[src/rtl/hazard_detect_unit.sv]
// Hazard detection and forwarding control for a 5-stage RV32I pipeline.
// Branches resolve in ID, so every operand forward targets the ID stage.
// The unit keeps its own shadow copy of the optype and rd of the instructions
// in EX, MEM and WB, so the datapath does not have to feed them back.
module hazard_detect_unit #(
  parameter int         REG_AW    = 5,
  parameter logic [1:0] OPT_ALU   = 2'b01,
  parameter logic [1:0] OPT_LOAD  = 2'b10,
  parameter logic [1:0] OPT_STORE = 2'b11
) (
  input  logic              clk,
  input  logic              rst,
  input  logic              rs1use,
  input  logic              rs2use,
  input  logic [1:0]        hazard_optype,
  input  logic [REG_AW-1:0] rd_ID,
  input  logic [REG_AW-1:0] rs1_ID,
  input  logic [REG_AW-1:0] rs2_ID,
  input  logic              Branch_ID,
  output logic [1:0]        forward_ctrl_A,
  output logic [1:0]        forward_ctrl_B,
  output logic              forward_ctrl_ls,
  output logic              PC_EN_IF,
  output logic              reg_FD_EN,
  output logic              reg_FD_flush,
  output logic              reg_DE_flush
);

  logic [1:0]        r_opt_ex, r_opt_mem, r_opt_wb;
  logic [REG_AW-1:0] r_rd_ex, r_rd_mem, r_rd_wb;
  logic [REG_AW-1:0] r_rs2_ex, r_rs2_mem;

  logic              w_wr_ex, w_wr_mem;
  logic              w_load_use;
  logic              w_fwd_ls;
  logic [1:0]        w_fwd_a, w_fwd_b;

  // Operand source for one ID read port; an ALU result in EX wins over MEM.
  // A load sitting in EX cannot be forwarded yet; load_use stalls for it.
  function automatic logic [1:0] fwd_sel(input logic              use_rs,
                                         input logic [REG_AW-1:0] rs);
    logic [1:0] sel;
    sel = 2'b00;
    if (use_rs && w_wr_ex && (r_opt_ex == OPT_ALU) && (r_rd_ex == rs))
      sel = 2'b01;
    else if (use_rs && w_wr_mem && (r_rd_mem == rs))
      sel = (r_opt_mem == OPT_ALU) ? 2'b10 : 2'b11;
    return sel;
  endfunction

  // Stage writes a real register (x0 is never a hazard source).
  always_comb begin
    w_wr_ex  = ((r_opt_ex  == OPT_ALU) || (r_opt_ex  == OPT_LOAD)) && (r_rd_ex  != '0);
    w_wr_mem = ((r_opt_mem == OPT_ALU) || (r_opt_mem == OPT_LOAD)) && (r_rd_mem != '0);
  end

  // Forward selects, load-use detection and the late store-data forward.
  // A store whose only EX-load dependency is its data (rs2) is not stalled;
  // the data is patched in MEM from the load result sitting in WB.
  always_comb begin
    w_fwd_a    = fwd_sel(rs1use, rs1_ID);
    w_fwd_b    = fwd_sel(rs2use, rs2_ID);
    w_load_use = (r_opt_ex == OPT_LOAD) && (r_rd_ex != '0) &&
                 ((rs1use && (r_rd_ex == rs1_ID)) ||
                  (rs2use && (r_rd_ex == rs2_ID) && (hazard_optype != OPT_STORE)));
    w_fwd_ls   = (r_opt_mem == OPT_STORE) && (r_opt_wb == OPT_LOAD) &&
                 (r_rd_wb != '0) && (r_rd_wb == r_rs2_mem);
  end

  // Output drive; reset forces a free-running, non-forwarding pipeline.
  // A stall outranks a branch flush: the branch re-evaluates next cycle.
  always_comb begin
    forward_ctrl_A  = w_fwd_a;
    forward_ctrl_B  = w_fwd_b;
    forward_ctrl_ls = w_fwd_ls;
    PC_EN_IF        = ~w_load_use;
    reg_FD_EN       = ~w_load_use;
    reg_DE_flush    = w_load_use;
    reg_FD_flush    = Branch_ID & ~w_load_use;
    if (rst) begin
      forward_ctrl_A  = 2'b00;
      forward_ctrl_B  = 2'b00;
      forward_ctrl_ls = 1'b0;
      PC_EN_IF        = 1'b1;
      reg_FD_EN       = 1'b1;
      reg_DE_flush    = 1'b0;
      reg_FD_flush    = 1'b0;
    end
  end

  // Shadow pipeline: ID enters EX (as a bubble when flushed), then shifts on.
  always_ff @(posedge clk) begin
    if (rst) begin
      r_opt_ex  <= 2'b00;
      r_opt_mem <= 2'b00;
      r_opt_wb  <= 2'b00;
      r_rd_ex   <= '0;
      r_rd_mem  <= '0;
      r_rd_wb   <= '0;
      r_rs2_ex  <= '0;
      r_rs2_mem <= '0;
    end else begin
      r_opt_ex  <= reg_DE_flush ? 2'b00 : hazard_optype;
      r_rd_ex   <= rd_ID;
      r_rs2_ex  <= rs2_ID;
      r_opt_mem <= r_opt_ex;
      r_rd_mem  <= r_rd_ex;
      r_rs2_mem <= r_rs2_ex;
      r_opt_wb  <= r_opt_mem;
      r_rd_wb   <= r_rd_mem;
    end
  end

endmodule

[config.mk]
export PLATFORM = sky130hd
export DESIGN_NAME = hazard_detect_unit
export DESIGN_NICKNAME = d
export VERILOG_FILES = /design/src/rtl/hazard_detect_unit.sv
export SDC_FILE = /design/constraint.sdc
export NUM_CORES = 1
export LEC_CHECK = 0
export ABC_AREA = 1
export BUFFER_PORTS_ARGS = -buffer_cell sky130_fd_sc_hd__buf_2
export CAP_MARGIN = 40
export CORE_MARGIN = 2
export CORE_UTILIZATION = 53
export CTS_CLUSTER_DIAMETER = 80
export DETAILED_ROUTE_END_ITERATION = 7
export HOLD_SLACK_MARGIN = 0.05
export MAX_ROUTING_LAYER = met4
export PLACE_DENSITY = 0.81
export RECOVER_POWER = 100
export SLEW_MARGIN = 20
export SYNTH_ARGS = -nofsm -noshare
export SYNTH_HDL_FRONTEND = slang
export SYNTH_SLANG_ARGS = --single-unit
[constraint.sdc]
create_clock -name clk -period 1.7 [get_ports clk]
set_input_delay 0.34 -clock clk [delete_from_list [all_inputs] [get_ports clk]]
set_output_delay 0.34 -clock clk [all_outputs]
set_load 0.01 [all_outputs]
==> results by group <==
CTS
  • CTS sink cnt: 31
  • Num CTS Buffers: 5
  • Post-CTS Hold Buffers: 0
  • Clock buffer depth: 2
  • H-tree depth: 2
  • Clock latency on the worst-skew pair: 0.35 ns
  • Clock Tree Root: clkbuf_4
  • Clock-pin slew on the worst setup and hold paths: 0.11 ns
  • TritonCTS clock tree: built

Floorplan
  • Starting Density: 56.76%
  • Rows: 18
  • I/O pin cnt: 31
  • Die height: 55.74 µm
  • Die width: 55.74 µm
  • Die footprint: 3107 µm²
  • Core ar.: 2500 µm²

Synth
  • Xor/xnor share of the synthesized area: 3.086%
  • Post-Synth Adder-Cell Area: 3.527%
  • Mux contribution to synthesized area: 0%
  • Sequential element share of the synthesized area: 43.74%
  • Simple-gate share of the synthesized area: 30.34%
  • Synth cell types: 27
  • Synthesized cell area: 1419 µm²
  • Syn_area_per_cell: 6.921 µm²
  • Syn nets: 231
  • Yosys warning count: 0
  • Largest family of logic cells by synthesized area: simple AND/OR/NAND/NOR gates
  • Synth Area in Compound Gates: 6.614%
  • Synthesized instance count: 205
  • Synthesis-stage register bit count: 31

Pwr
  • Pwr dens: 742.4 nW/µm²
  • Peak supply drop: 0.0008572 V
  • Leakage Power: 0.9878 nW

STA
  • Final cycle utilization of the critical path: 116.7%
  • # setup viols final: 10
  • Worst setup margin: -0.2844 ns
  • Max_slew headroom: 78.44%
  • Fmax: 0.5039 GHz
  • Hold Fails Final Rpt: 0
  • Setup TNS: -2.150 ns
  • Worst slew pin tran: 0.3234 ns
  • Clk_skew: 0.01553 ns
  • Unrepaired setup endpoints after global routing: true
  • Tmin final: 1.984 ns
  • Fin Hold WS: 0.1717 ns
  • Max Transition Viols Final: 0

Route
  • Via count: 1486
  • Final ANT Viol Nets: 0
  • DR pass1 iterations: 4
  • WL/cell: 13.59 µm
  • Initial DRC count: 85
  • Routed wire length: 3928 µm
  • Vias per cell: 5.142
  • DRC errors left: 0

Critical path
  • CP endpoint kind: primary output
  • Req. time, crit path: 1.36 ns
  • Critical path launch point type: flop
  • Critical Path AT: 1.64 ns
  • WS Path Type: flop to primary output
  • CP max FO: 3

Placement
  • GP Congestion: 0.9502
  • PortBufs: 30
  • Area after DPL: 1595 µm²
  • Worst slack at placement: 0.03853 ns
  • DP Wirelength: 2089 µm

Finish
  • Fraction of layout cells with a size suffix above 1: 40.54%
  • Ant. Diodes: 0
  • Nets: 284
  • Finished Cell Area: 1941 µm²
  • Multi-input gate area: 711.9 µm²
  • Core Util, Final: 77.63%
  • Sequential cell area: 639.4 µm²
  • Syn-to-layout area delta: 36.77%
  • # fillers: 163

Global route
  • First-pass GRT wire length: 5602 µm
  • Initial antenna violation count: 0
  • Gr ovfl total: 0
  • Number of global-route vias before repair: 1353
  • Largest net degree at the start of global routing: 31
  • GRT Overall Usage: 24.18%

Status
  • Failing checks: negative setup slack
  • Status: finished with violations

Hold path
  • HP Class: input pin to flop

Job
  • Max Cap Viol: 0
per-stage QoR:
step | power [mW] | cells
finish | 1.441 | 289
global route | 1.494 | 289
CTS | 1.399 | 287
detailed placement | 0.9543 | 262
global placement | 0.9515 | 262
floorplan | 0.8928 | 205
cell usage in the layout, fill, tap and decap left out, types with 2 or more instances in the layout:
cell	instances
o22ai_1	2
a21oi_2	2
xor2_1	3
buf_6	8
nor2_1	45
buf_2	28
clkinv_2	3
nand3_1	5
nand2_2	6
nand3_2	3
inv_2	11
dfxtp_2	9
inv_1	31
ha_4	2
clkbuf_4	5
a21oi_1	2
nor3_2	2
nor2_2	5
dfxtp_4	2
buf_4	14
dfxtp_1	20
ha_1	2
nand4_1	4
nand2_1	27
o21ai_0	6
final cells by class:
type                    count  share of cell area [%]
multi-input cells         127                   36.69
flip-flops and latches     31                   32.95
repair buffers             50                   17.28
inverters                  43                   8.446
clock buffers               5                   1.934
well taps                  30                   1.934
clock inverters             3                  0.7737
metal layers:
metal	share of wire [%]	up-vias	global-route usage (%)	routed length (µm)
li1	-	724	-	-
met1	37	652	24.71	1457
met2	50	83	41.50	1972
met3	6.9	27	7.907	270
met4	5.8	0	11.85	227
met5	0	-	-	0
state kept, by name, summed over array words and instances (netlist names):
name / cells
r_rd_ex: 5
r_rd_wb: 5
r_opt_ex: 2
r_opt_wb: 2
r_rd_mem: 5
r_opt_mem: 2
r_rs2_ex: 5
r_rs2_mem: 5
path summary, 6_finish.rpt:
path                            slack [ns]           end  depth (start not counted)         from
worst max-delay path                 -0.28     reg_FD_EN                         10   r_rd_ex[2]
worst min-delay path                  0.17    r_rd_ex[1]                          3     rd_ID[1]
worst max register to register       -0.09  r_opt_mem[0]                         13  r_opt_ex[0]
worst min register to register        0.40  r_rs2_mem[4]                          2  r_rs2_ex[4]
Yosys cell counts:
| master | number | area (µm²) |
|---|---|---|
| a21oi_1 | 3 | 15.01 |
| a21oi_2 | 1 | 8.760 |
| buf_1 | 1 | 3.750 |
| buf_4 | 1 | 7.510 |
| clkbuf_1 | 2 | 7.510 |
| dfxtp_1 | 31 | 620.6 |
| ha_1 | 4 | 50.05 |
| inv_1 | 41 | 153.9 |
| inv_2 | 2 | 7.510 |
| nand2_1 | 31 | 116.4 |
| nand2_2 | 2 | 12.51 |
| nand3_1 | 8 | 40.04 |
| nand3b_1 | 1 | 7.510 |
| nand4_1 | 4 | 25.02 |
| nor2_1 | 49 | 183.9 |
| nor2_2 | 1 | 6.260 |
| nor2_4 | 1 | 11.26 |
| nor3_1 | 3 | 15.01 |
| nor4_1 | 1 | 6.260 |
| o2111ai_1 | 1 | 8.760 |
| o21ai_0 | 6 | 30.03 |
| o21ai_1 | 1 | 5.000 |
| o21bai_1 | 1 | 7.510 |
| o22ai_1 | 3 | 18.77 |
| or2_0 | 1 | 6.260 |
| xnor2_1 | 2 | 17.52 |
| xor2_1 | 3 | 26.28 |
report_power, final:
part	internal, mW	leakage, nW	switching (mW)	total, mW
Combinational	0.107	0.693	0.134	0.242
Sequential	0.758	0.260	0.0218	0.779
Clock	0.153	0.0347	0.266	0.420
Total	1.02	0.988	0.423	1.44
what timing repair did:
action / 4_1_cts / 5_1_grt
resized for setup: 30 / 22
setup endpoints to repair: 9 / 10
setup buffers: 17 / 2
pin swaps: 16 / 12
critical path: stages, from the launching register on:
cell     delay (ns)
dfxtp_2        0.38
inv_2          0.06
nand2_1        0.06
o21ai_1        0.07
nor2_1         0.16
nand3_2        0.14
nand2_1        0.10
nand2_2        0.07
nor2_4         0.09
inv_2          0.06
buf_6          0.12
logic make-up after synthesis:
| logic type | Yosys count |
|---|---|
| and+or+nand+nor | 102 |
| buffers and inverters | 47 |
| DFF | 31 |
| AOI/OAI and AO/OA | 16 |
| xor gates and xnor gates | 5 |
| adders and majority gates | 4 |
No activity file was read; power rests on OpenSTA's default activity.
